$ cat src/rtl/mul_pkg.sv
// Shared definitions for the iterative shift-add multiplier.
package mul_pkg;

  typedef enum logic [1:0] {
    IDLE = 2'b00,
    RUN  = 2'b01,
    DONE = 2'b10
  } state_t;

  localparam int unsigned FLAG_N = 1;
  localparam int unsigned FLAG_Z = 0;

endpackage

$ cat src/rtl/mul_datapath.sv
// Multiplicand/partial-product registers with the shift-add step.
module mul_datapath #(
  parameter int WIDTH = 32
) (
  input  logic               clk,
  input  logic               reset,
  input  logic               load,
  input  logic               step,
  input  logic [WIDTH-1:0]   a,
  input  logic [WIDTH-1:0]   b,
  output logic [2*WIDTH-1:0] p_next
);

  logic [WIDTH-1:0]   md;
  logic [2*WIDTH-1:0] p;
  logic [WIDTH:0]     sum;

  // Upper half accumulates with carry; the carry is shifted back in so nothing is lost.
  always_comb begin
    sum    = {1'b0, p[2*WIDTH-1:WIDTH]} + (p[0] ? {1'b0, md} : '0);
    p_next = {sum, p[WIDTH-1:1]};
  end

  always_ff @(posedge clk) begin
    if (reset) begin
      md <= '0;
      p  <= '0;
    end else if (load) begin
      md <= a;
      p  <= {{WIDTH{1'b0}}, b};
    end else if (step) begin
      p  <= p_next;
    end
  end

endmodule

$ cat src/rtl/mul_sequencer.sv
// Fixed-latency multiply sequencer: FSM, iteration counter and registered results/flags.
module mul_sequencer
  import mul_pkg::*;
#(
  parameter int WIDTH = 32,
  parameter int CNT_W = 5
) (
  input  logic             clk,
  input  logic             reset,
  input  logic             start,
  input  logic             long_mul,
  input  logic [WIDTH-1:0] SrcA,
  input  logic [WIDTH-1:0] SrcB,
  output logic             busy,
  output logic             done,
  output logic [WIDTH-1:0] ResultLo,
  output logic [WIDTH-1:0] ResultHi,
  output logic [1:0]       MulFlags
);

  state_t             state, state_nxt;
  logic [CNT_W-1:0]   count;
  logic               lmul;
  logic               load, step, last;
  logic [2*WIDTH-1:0] p_next;

  mul_datapath #(.WIDTH(WIDTH)) u_datapath (
    .clk    (clk),
    .reset  (reset),
    .load   (load),
    .step   (step),
    .a      (SrcA),
    .b      (SrcB),
    .p_next (p_next)
  );

  always_comb begin
    state_nxt = state;
    load      = 1'b0;
    step      = 1'b0;
    busy      = 1'b0;
    done      = 1'b0;
    last      = (count == CNT_W'(WIDTH - 1));
    case (state)
      IDLE: begin
        if (start) begin
          load      = 1'b1;
          state_nxt = RUN;
        end
      end
      RUN: begin
        busy = 1'b1;
        step = 1'b1;
        if (last) state_nxt = DONE;
      end
      DONE: begin
        busy      = 1'b1;
        done      = 1'b1;
        state_nxt = IDLE;
      end
      default: state_nxt = IDLE;
    endcase
  end

  // Results are captured from the final step value so they are valid during DONE.
  always_ff @(posedge clk) begin
    if (reset) begin
      state    <= IDLE;
      count    <= '0;
      lmul     <= 1'b0;
      ResultLo <= '0;
      ResultHi <= '0;
      MulFlags <= 2'b01;
    end else begin
      state <= state_nxt;
      if (load) begin
        count <= '0;
        lmul  <= long_mul;
      end else if (step) begin
        count <= count + CNT_W'(1);
      end
      if (step && last) begin
        ResultLo <= p_next[WIDTH-1:0];
        ResultHi <= lmul ? p_next[2*WIDTH-1:WIDTH] : '0;
        MulFlags[FLAG_N] <= lmul ? p_next[2*WIDTH-1] : p_next[WIDTH-1];
        MulFlags[FLAG_Z] <= lmul ? (p_next == '0) : (p_next[WIDTH-1:0] == '0);
      end
    end
  end

endmodule
$ cat config.mk
export PLATFORM = sky130hd
export DESIGN_NAME = mul_sequencer
export DESIGN_NICKNAME = d
export VERILOG_FILES = /design/src/rtl/mul_pkg.sv /design/src/rtl/mul_datapath.sv /design/src/rtl/mul_sequencer.sv
export SDC_FILE = /design/constraint.sdc
export NUM_CORES = 1
export LEC_CHECK = 0
export BUFFER_PORTS_ARGS = -buffer_cell sky130_fd_sc_hd__buf_2
export CAP_MARGIN = 10
export CELL_PAD_IN_SITES_DETAIL_PLACEMENT = 1
export CELL_PAD_IN_SITES_GLOBAL_PLACEMENT = 2
export CORE_MARGIN = 8
export CORE_UTILIZATION = 36
export CTS_BUF_LIST = sky130_fd_sc_hd__clkbuf_16
export DETAILED_ROUTE_END_ITERATION = 8
export PLACE_DENSITY_LB_ADDON = 0.1
export SETUP_SLACK_MARGIN = 0.3
export SLEW_MARGIN = 20
export SYNTH_ARGS = -nofsm -noshare
export SYNTH_HDL_FRONTEND = slang
export SYNTH_HIERARCHICAL = 1
export SYNTH_SLANG_ARGS = --single-unit
$ cat constraint.sdc
create_clock -name clk -period 9.9 [get_ports clk]
set_input_delay 1.98 -clock clk [delete_from_list [all_inputs] [get_ports clk]]
set_output_delay 1.98 -clock clk [all_outputs]
set_load 0.1 [all_outputs]
==> run_summary.xml, run 1 <==
<?xml version="1.0" encoding="UTF-8"?>
<metrics>
  <group name="critical_path">
    <metric name="rrSetupSlack" unit="ns">5.59</metric>
    <metric name="critical_path.reg2reg.endpoint" unit="">MulFlags[0]</metric>
    <metric name="ff2ff_path_depth" unit="">14</metric>
    <metric name="setup.worst_path.start_class" unit="">flop</metric>
    <metric name="required" unit="ns">10.26</metric>
    <metric name="critical_path_class" unit="">reg2reg</metric>
    <metric name="timing.rr.start" unit="">u_datapath/p[0]</metric>
    <metric name="worst_ep_arrival" unit="ns">4.68</metric>
    <metric name="endpoint_kind" unit="">flop</metric>
    <metric name="path_max_fanout" unit="">33</metric>
  </group>
  <group name="logic_synthesis">
    <metric name="post_synthesis_instance_total" unit="">1069</metric>
    <metric name="synth.yosys.seq_area_share" unit="">0.3862</metric>
    <metric name="ys_top_cells_by_area" unit="">sky130_fd_sc_hd__dfxtp_1 39%, sky130_fd_sc_hd__mux2i_1 9.9%, sky130_fd_sc_hd__a21oi_1 7.4%</metric>
    <metric name="synth-adder-area-share" unit="">0.05765</metric>
    <metric name="synthesis.area_per_instance" unit="sq um">8.243</metric>
    <metric name="synth_seq_cells" unit="">170</metric>
    <metric name="main_combinational_cell_family_by_area_after_synthesis" unit="">simple AND/OR/NAND/NOR gates</metric>
    <metric name="yosysWarnings" unit="">6</metric>
    <metric name="synth-compound-area-share" unit="">0.1494</metric>
    <metric name="yosysTopAreaCellShare" unit="">0.3862</metric>
    <metric name="synth_edf_count" unit="">0</metric>
    <metric name="yosys.area_share.xor_xnor" unit="">0.03280</metric>
    <metric name="postSynth.asyncResetShare" unit="">0</metric>
    <metric name="synth-simple-area-share" unit="">0.2084</metric>
    <metric name="synth.area.mux_share" unit="">0.09882</metric>
    <metric name="synth_nets" unit="">1177</metric>
    <metric name="yosysTopAreaCell" unit="">sky130_fd_sc_hd__dfxtp_1</metric>
    <metric name="postSynth.topFlopCell" unit="">sky130_fd_sc_hd__dfxtp_1</metric>
    <metric name="yosys.cell_types.count" unit="">59</metric>
    <metric name="netlist_area" unit="sq um">8812</metric>
  </group>
  <group name="cells_and_area">
    <metric name="final_common_cell" unit="">sky130_fd_sc_hd__dfxtp_1</metric>
    <metric name="drive_above_1_share" unit="">0.1681</metric>
    <metric name="insertedDiodeCount" unit="">0</metric>
    <metric name="layout.cells.non_filler" unit="">1460</metric>
    <metric name="num-fill-cells" unit="">2931</metric>
    <metric name="flow.area_growth_from_synthesis" unit="%">13.93</metric>
    <metric name="most_frequent_cells_in_the_layout" unit="">170 x sky130_fd_sc_hd__dfxtp_1, 154 x sky130_fd_sc_hd__nor2_1, 134 x sky130_fd_sc_hd__buf_2</metric>
    <metric name="multiInputGateArea" unit="sq um">4837</metric>
    <metric name="sequential_cell_area" unit="sq um">3403</metric>
    <metric name="final_core_utilization" unit="">0.4153</metric>
    <metric name="final_nets" unit="">1232</metric>
  </group>
  <group name="detailed_routing">
    <metric name="highest_layer" unit="">met5</metric>
    <metric name="drc_errors" unit="">0</metric>
    <metric name="postRouteWirelength" unit="um">27060</metric>
    <metric name="dr.pass1.iters" unit="">4</metric>
    <metric name="wirelength_met1" unit="um">13370</metric>
    <metric name="routed_via_density" unit="">5.084</metric>
    <metric name="dr_wl_met2" unit="um">12310</metric>
    <metric name="detailroute.via_count" unit="">7423</metric>
    <metric name="drt_iter0_drc" unit="">399</metric>
    <metric name="drtAntennaViolNets" unit="">0</metric>
    <metric name="met3_wl_post_dr" unit="um">1072</metric>
    <metric name="wire_per_inst" unit="um">18.54</metric>
  </group>
  <group name="job">
    <metric name="max_cap_viol_count" unit="">0</metric>
  </group>
  <group name="sta">
    <metric name="fmax" unit="GHz">0.2318</metric>
    <metric name="hold_violations" unit="">0</metric>
    <metric name="rsz_0062_raised_after_global_routing" unit="">false</metric>
    <metric name="timing.final.crit_period" unit="ns">4.314</metric>
    <metric name="final.period_utilization" unit="">0.4357</metric>
    <metric name="timing.max_slew.rel_slack" unit="">0.3132</metric>
    <metric name="final_max_slew_violation_count" unit="">0</metric>
    <metric name="fin_worst_skew" unit="ns">0.01141</metric>
    <metric name="finalSetupViolCount" unit="">0</metric>
    <metric name="worstMarginPinSlew" unit="ns">1.030</metric>
    <metric name="setup_tns" unit="ns">0</metric>
  </group>
  <group name="global_routing">
    <metric name="grt_max_degree" unit="">96</metric>
    <metric name="grt_first_pass_wirelength" unit="um">42610</metric>
    <metric name="globalRouteTotalUtil" unit="">0.1817</metric>
    <metric name="first_global_vias" unit="">7638</metric>
    <metric name="grt.overflow.total" unit="">0</metric>
    <metric name="initial_antenna_violation_count" unit="">1</metric>
  </group>
  <group name="cts">
    <metric name="clk_pin_slew" unit="ns">0.07</metric>
    <metric name="tritoncts.num_buffers" unit="">17</metric>
    <metric name="cts_max_level" unit="">4</metric>
    <metric name="cts_buffer_depth" unit="">2</metric>
    <metric name="post_cts.repair.setup_buffers" unit="">0</metric>
    <metric name="post_cts_resize_count" unit="">0</metric>
    <metric name="post_cts_hold_buffer_count" unit="">0</metric>
    <metric name="ctsRootBufferMaster" unit="">sky130_fd_sc_hd__clkbuf_16</metric>
    <metric name="clock_sinks" unit="">170</metric>
    <metric name="tritoncts" unit="">done</metric>
    <metric name="clk-insertion-delay-late" unit="ns">0.43</metric>
  </group>
  <group name="die">
    <metric name="ios" unit="">136</metric>
    <metric name="floorplan.initialDensity" unit="">0.3645</metric>
    <metric name="placeableCoreArea" unit="sq um">24180</metric>
    <metric name="die_h" unit="um">172.5</metric>
    <metric name="rows" unit="">57</metric>
    <metric name="die_width" unit="um">172.5</metric>
    <metric name="die_area" unit="sq um">29740</metric>
  </group>
  <group name="power">
    <metric name="powerDensity" unit="nW/um^2">205.4</metric>
    <metric name="power.total" unit="mW">2.062</metric>
    <metric name="leakage" unit="nW">4.331</metric>
    <metric name="vdd_drop_max" unit="uV">134.8</metric>
  </group>
  <group name="hold_path">
    <metric name="capture_endpoint_of_the_worst_hold_path" unit="">ResultHi[14]</metric>
    <metric name="hold_start" unit="">ResultHi[14]</metric>
    <metric name="timing.hold.worst.class" unit="">reg2reg</metric>
    <metric name="hold-path-cell-count" unit="">2</metric>
  </group>
  <group name="status">
    <metric name="outcome" unit="">complete, no violations</metric>
  </group>
  <group name="placed_design">
    <metric name="gp_congestion" unit="">0.8667</metric>
    <metric name="cell_count_after_placement" unit="">1429</metric>
    <metric name="place_hpwl" unit="um">19330</metric>
    <metric name="numPortBuffers" unit="">135</metric>
  </group>
</metrics>
state kept, by name (all words and copies together) (netlist names):
signal	cells
state	2
u_datapath/p	64
ResultHi	32
MulFlags	2
lmul	1
count	5
ResultLo	32
u_datapath/md	32
metal layers:
layer / GRT usage / up-vias
met5: 0 / -
met3: 0.02854 / 18
met2: 0.2827 / 119
li1: - / 3754
met4: 0.05360 / 2
met1: 0.2544 / 3530
through the flow:
stage          instance area [sq um]  hold slack [ns]  setup WS (ns)
2_1_floorplan                   8812           0.4490          6.374
6_report                       10040           0.4464          5.586
3_5_place_dp                    9407           0.4423          5.537
5_1_grt                        10040           0.4729          5.193
4_1_cts                        10040           0.4512          5.607
3_3_place_gp                    9407           0.4386          5.593
cell usage after synthesis (2+ instances only):
library cell / number
sky130_fd_sc_hd__dfxtp_1: 170
sky130_fd_sc_hd__nor2_1: 154
sky130_fd_sc_hd__a21oi_1: 131
sky130_fd_sc_hd__nand2_1: 127
sky130_fd_sc_hd__mux2i_1: 87
sky130_fd_sc_hd__nand3_1: 47
sky130_fd_sc_hd__clkbuf_1: 43
sky130_fd_sc_hd__ha_1: 39
sky130_fd_sc_hd__buf_4: 36
sky130_fd_sc_hd__and2_1: 35
sky130_fd_sc_hd__xnor2_1: 18
sky130_fd_sc_hd__buf_2: 16
sky130_fd_sc_hd__nor4_1: 15
sky130_fd_sc_hd__o21ai_0: 15
sky130_fd_sc_hd__xor2_1: 15
sky130_fd_sc_hd__a21o_1: 14
sky130_fd_sc_hd__nand4_1: 12
sky130_fd_sc_hd__inv_1: 10
sky130_fd_sc_hd__buf_1: 9
sky130_fd_sc_hd__nor3_1: 6
sky130_fd_sc_hd__o21a_1: 6
sky130_fd_sc_hd__a22o_1: 5
sky130_fd_sc_hd__and3_1: 5
sky130_fd_sc_hd__a31oi_1: 4
sky130_fd_sc_hd__nor2b_1: 3
sky130_fd_sc_hd__o211ai_1: 3
sky130_fd_sc_hd__o22ai_1: 3
sky130_fd_sc_hd__o31ai_1: 3
sky130_fd_sc_hd__a211oi_1: 2
sky130_fd_sc_hd__a31o_2: 2
sky130_fd_sc_hd__a41oi_1: 2
sky130_fd_sc_hd__nand2b_1: 2
sky130_fd_sc_hd__o21bai_1: 2
sky130_fd_sc_hd__o31a_1: 2
sky130_fd_sc_hd__o41ai_2: 2
how the worst max path moves through the flow:
| stage | startpoint | to | slack [ns] | cells after the start |
|---|---|---|---|---|
| finish | u_datapath/p[0] | MulFlags[0] | 5.59 | 14 |
| detailed placement | reset | u_datapath/p[62] | 5.54 | 7 |
| floorplan | start | u_datapath/p[62] | 6.37 | 8 |
| global placement | reset | u_datapath/p[62] | 5.59 | 7 |
| CTS | u_datapath/p[0] | MulFlags[0] | 5.61 | 14 |
| global route | u_datapath/p[0] | MulFlags[0] | 5.19 | 14 |
layout make-up:
| cell class | instances | share of cell area |
|---|---|---|
| Clock buffer | 17 | 0.04237 |
| Clock inverter | 14 | 0.02069 |
| Inverter | 10 | 0.003739 |
| Multi-Input combinational cell | 784 | 0.4818 |
| Sequential cell | 170 | 0.3390 |
| Tap cell | 324 | 0.04038 |
| Timing Repair Buffer | 141 | 0.07203 |
power by group:
part           internal (mW)  leakage, nW  total (mW)  switching [mW]
registers              0.744         1.38       0.802          0.0583
logic                  0.197         2.64       0.526           0.329
clock network          0.429        0.309       0.734           0.306
total                   1.37         4.33        2.06           0.692
worst max-delay path: stages, from the launching register on:
cell                        delay [ns]
sky130_fd_sc_hd__dfxtp_1          0.97
sky130_fd_sc_hd__and2_1           0.26
sky130_fd_sc_hd__ha_1             0.26
sky130_fd_sc_hd__a21oi_1          0.12
sky130_fd_sc_hd__o21ai_0          0.30
sky130_fd_sc_hd__inv_1            0.12
sky130_fd_sc_hd__a2111oi_0        0.58
sky130_fd_sc_hd__o21ai_1          0.21
sky130_fd_sc_hd__a21oi_1          0.29
sky130_fd_sc_hd__nor2b_1          0.10
sky130_fd_sc_hd__xnor2_1          0.17
sky130_fd_sc_hd__nor4_1           0.38
sky130_fd_sc_hd__nand4_1          0.15
sky130_fd_sc_hd__o21ai_0          0.19
sky130_fd_sc_hd__a221o_1          0.16
cell families (layout without fill, tap and decap cells):
family,count (synthesis),in the layout
and+or+nand+nor,413,413
xor gates and xnor gates,33,33
AOI/OAI and AO/OA,211,211
muxes,87,87
DFF,170,170
adders and majority gates,40,40
buffers and inverters,115,182
Power figures use the tool's default switching activity.
==> run 2: changes to the inputs <==
--- a/config.mk
+++ b/config.mk
@@ -10,7 +10,7 @@
 export CELL_PAD_IN_SITES_DETAIL_PLACEMENT = 1
 export CELL_PAD_IN_SITES_GLOBAL_PLACEMENT = 2
 export CORE_MARGIN = 8
-export CORE_UTILIZATION = 36
+export CORE_UTILIZATION = 34
 export CTS_BUF_LIST = sky130_fd_sc_hd__clkbuf_16
 export DETAILED_ROUTE_END_ITERATION = 8
 export PLACE_DENSITY_LB_ADDON = 0.1
==> constraint.sdc (replaced) <==
create_clock -name clk -period 4.37 [get_ports clk]
set_input_delay 0.874 -clock clk [delete_from_list [all_inputs] [get_ports clk]]
set_output_delay 0.874 -clock clk [all_outputs]
set_load 0.1 [all_outputs]
==> run 2 against run 1 <==
  * Largest power group unchanged
  * Critical path depth did not move
  * Non-clock buffer count rose by 6
  * Clock skew is 0.0042 ns higher
  * Sequential power rose by 130%
  * Global-route usage is 0.13 points lower
  * Via count rose by 1.1%
  * First-iteration DRC count down 16%
  * Hold slack improved by 0.0013 ns
  * Clock power up 110%
  * Die area up 5.3%
  * Worst setup slack got worse by 5.0 ns
==> run_summary.xml, run 2 (same netlist as run 1, synthesis figures left out) <==
<?xml version="1.0" encoding="UTF-8"?>
<metrics>
  <group name="cells_and_area">
    <metric name="final_nets" unit="">1238</metric>
    <metric name="sequential_cell_area" unit="sq um">3407</metric>
    <metric name="final_common_cell" unit="">sky130_fd_sc_hd__dfxtp_1</metric>
    <metric name="num-fill-cells" unit="">3080</metric>
    <metric name="insertedDiodeCount" unit="">0</metric>
    <metric name="flow.area_growth_from_synthesis" unit="%">14.72</metric>
    <metric name="largest_register_ff_count" unit="">64</metric>
    <metric name="most_frequent_cells_in_the_layout" unit="">169 x sky130_fd_sc_hd__dfxtp_1, 154 x sky130_fd_sc_hd__nor2_1, 134 x sky130_fd_sc_hd__buf_2</metric>
    <metric name="drive_above_1_share" unit="">0.1767</metric>
    <metric name="multiInputGateArea" unit="sq um">4885</metric>
    <metric name="top_register" unit="">u_datapath/p</metric>
  </group>
  <group name="sta">
    <metric name="fin_worst_skew" unit="ns">0.01566</metric>
    <metric name="worstMarginPinSlew" unit="ns">0.8702</metric>
    <metric name="setup_tns" unit="ns">0</metric>
    <metric name="rsz_0062_raised_after_global_routing" unit="">false</metric>
    <metric name="final.period_utilization" unit="">0.8680</metric>
    <metric name="timing.final.crit_period" unit="ns">3.793</metric>
    <metric name="timing.max_slew.rel_slack" unit="">0.4178</metric>
    <metric name="fmax" unit="GHz">0.2636</metric>
    <metric name="hold_violations" unit="">0</metric>
    <metric name="finalSetupViolCount" unit="">0</metric>
    <metric name="final_max_slew_violation_count" unit="">0</metric>
  </group>
  <group name="die">
    <metric name="die_width" unit="um">177.0</metric>
    <metric name="ios" unit="">136</metric>
    <metric name="die_h" unit="um">177.0</metric>
    <metric name="floorplan.initialDensity" unit="">0.3420</metric>
    <metric name="placeableCoreArea" unit="sq um">25760</metric>
    <metric name="die_area" unit="sq um">31330</metric>
    <metric name="rows" unit="">59</metric>
  </group>
  <group name="cts">
    <metric name="tritoncts" unit="">done</metric>
    <metric name="clk_pin_slew" unit="ns">0.07</metric>
    <metric name="clock_sinks" unit="">170</metric>
    <metric name="tritoncts.num_buffers" unit="">17</metric>
    <metric name="post_cts.repair.setup_buffers" unit="">0</metric>
    <metric name="clk-insertion-delay-late" unit="ns">0.44</metric>
    <metric name="cts_max_level" unit="">4</metric>
    <metric name="ctsRootBufferMaster" unit="">sky130_fd_sc_hd__clkbuf_16</metric>
    <metric name="cts_buffer_depth" unit="">2</metric>
  </group>
  <group name="detailed_routing">
    <metric name="drt_iter0_drc" unit="">334</metric>
    <metric name="dr.pass1.iters" unit="">4</metric>
    <metric name="routed_via_density" unit="">5.078</metric>
    <metric name="drc_errors" unit="">0</metric>
    <metric name="postRouteWirelength" unit="um">28010</metric>
    <metric name="wire_per_inst" unit="um">18.95</metric>
    <metric name="detailroute.via_count" unit="">7505</metric>
    <metric name="drtAntennaViolNets" unit="">0</metric>
  </group>
  <group name="critical_path">
    <metric name="cp_slowest_cell" unit="">sky130_fd_sc_hd__dfxtp_4</metric>
    <metric name="worst-path-buf-inv" unit="">0</metric>
    <metric name="timing.critical_path.cells" unit="">and2_1, ha_1, a21o_1, a31o_2, o21ai_2, o211ai_2, a221oi_4, o41ai_4, a31oi_1, xnor2_1, nor4_2, nand4_1, o21ai_0, a221o_1</metric>
    <metric name="critical-path-top-delay-family" unit="">compound AO/OA/AOI/OAI gates</metric>
    <metric name="path_max_fanout" unit="">22</metric>
    <metric name="setup.worst_path.start_class" unit="">flop</metric>
    <metric name="required" unit="ns">4.75</metric>
    <metric name="cp_peak_stage_delay" unit="ns">0.49</metric>
    <metric name="critical_path_class" unit="">reg2reg</metric>
    <metric name="endpoint_kind" unit="">flop</metric>
    <metric name="worst_ep_arrival" unit="ns">4.17</metric>
  </group>
  <group name="power">
    <metric name="leakage" unit="nW">4.344</metric>
    <metric name="power.total" unit="mW">4.564</metric>
    <metric name="powerDensity" unit="nW/um^2">451.4</metric>
    <metric name="vdd_drop_max" unit="uV">546.9</metric>
  </group>
  <group name="global_routing">
    <metric name="globalRouteTotalUtil" unit="">0.1803</metric>
    <metric name="grt.overflow.total" unit="">0</metric>
    <metric name="grt_max_degree" unit="">136</metric>
    <metric name="initial_antenna_violation_count" unit="">0</metric>
    <metric name="first_global_vias" unit="">7839</metric>
    <metric name="grt_first_pass_wirelength" unit="um">44990</metric>
  </group>
  <group name="job">
    <metric name="max_cap_viol_count" unit="">0</metric>
  </group>
  <group name="placed_design">
    <metric name="gp_congestion" unit="">0.8264</metric>
    <metric name="place_hpwl" unit="um">19840</metric>
    <metric name="numPortBuffers" unit="">135</metric>
  </group>
  <group name="status">
    <metric name="outcome" unit="">complete, no violations</metric>
  </group>
  <group name="hold_path">
    <metric name="timing.hold.worst.class" unit="">reg2reg</metric>
  </group>
</metrics>
run 2: cell types whose count changed in the layout (fill, tap and decap cells not counted), sizes merged:
cell,change
inv,+1
buf,+6
clkinv,+4
bufinv,-4
run 2: routing by layer:
layer / vias up / routed length, um / global-route usage
met3: 20 / 1145 / 0.03286
met1: 3582 / 14040 / 0.2522
met2: 123 / 12440 / 0.2786
met5: - / 0 / 0
li1: 3780 / - / -
met4: 0 / 386 / 0.05044
run 2: power by group:
group / switching, mW / internal [mW] / total (mW)
combinational: 0.768 / 0.460 / 1.23
clock: 0.755 / 0.761 / 1.52
sequential: 0.135 / 1.68 / 1.82
total: 1.66 / 2.91 / 4.56
run 2: final cells by class:
class	count	area share
Clock inverter	15	0.01535
Timing Repair Buffer	147	0.07723
Clock buffer	17	0.04208
Inverter	10	0.003713
Tap cell	335	0.04146
Multi-Input combinational cell	784	0.4832
Sequential cell	170	0.3370
run 2: worst reg2reg max path: stages, from the launching register on:
cell	delay (ns)
sky130_fd_sc_hd__dfxtp_4	0.49
sky130_fd_sc_hd__and2_1	0.18
sky130_fd_sc_hd__ha_1	0.28
sky130_fd_sc_hd__a21o_1	0.24
sky130_fd_sc_hd__a31o_2	0.25
sky130_fd_sc_hd__o21ai_2	0.14
sky130_fd_sc_hd__o211ai_2	0.14
sky130_fd_sc_hd__a221oi_4	0.46
sky130_fd_sc_hd__o41ai_4	0.19
sky130_fd_sc_hd__a31oi_1	0.24
sky130_fd_sc_hd__xnor2_1	0.14
sky130_fd_sc_hd__nor4_2	0.39
sky130_fd_sc_hd__nand4_1	0.18
sky130_fd_sc_hd__o21ai_0	0.25
sky130_fd_sc_hd__a221o_1	0.17
run 2: final timing paths:
kind	startpoint	endpoint	slack, ns	cells past startpoint
max	u_datapath/p[0]	MulFlags[0]	0.58	14
min	ResultHi[1]	ResultHi[1]	0.45	2
max reg2reg	u_datapath/p[0]	MulFlags[0]	0.58	14
min reg2reg	ResultHi[1]	ResultHi[1]	0.45	2
run 2: timing repair:
| item | 4_1_cts | 5_1_grt |
|---|---|---|
| pin swaps | 0 | 2 |
| resized for setup | 2 | 7 |
| setup endpoints to repair | 1 | 1 |
| gates cloned | 0 | 0 |
| hold buffers | 0 | 0 |
run 2: stage by stage:
step	hold slack, ns	instance area (sq um)	cells	utilization	setup slack, ns
3_3_place_gp	0.4393	9478	1446	0.3679	0.1511
4_1_cts	0.4540	10060	1478	0.3905	0.3420
2_1_floorplan	0.4490	8812	1069	-	1.174
6_report	0.4477	10110	1478	0.3924	0.5767
3_5_place_dp	0.4444	9478	1446	0.3679	0.04886
5_1_grt	0.4701	10110	1478	0.3924	0.3316
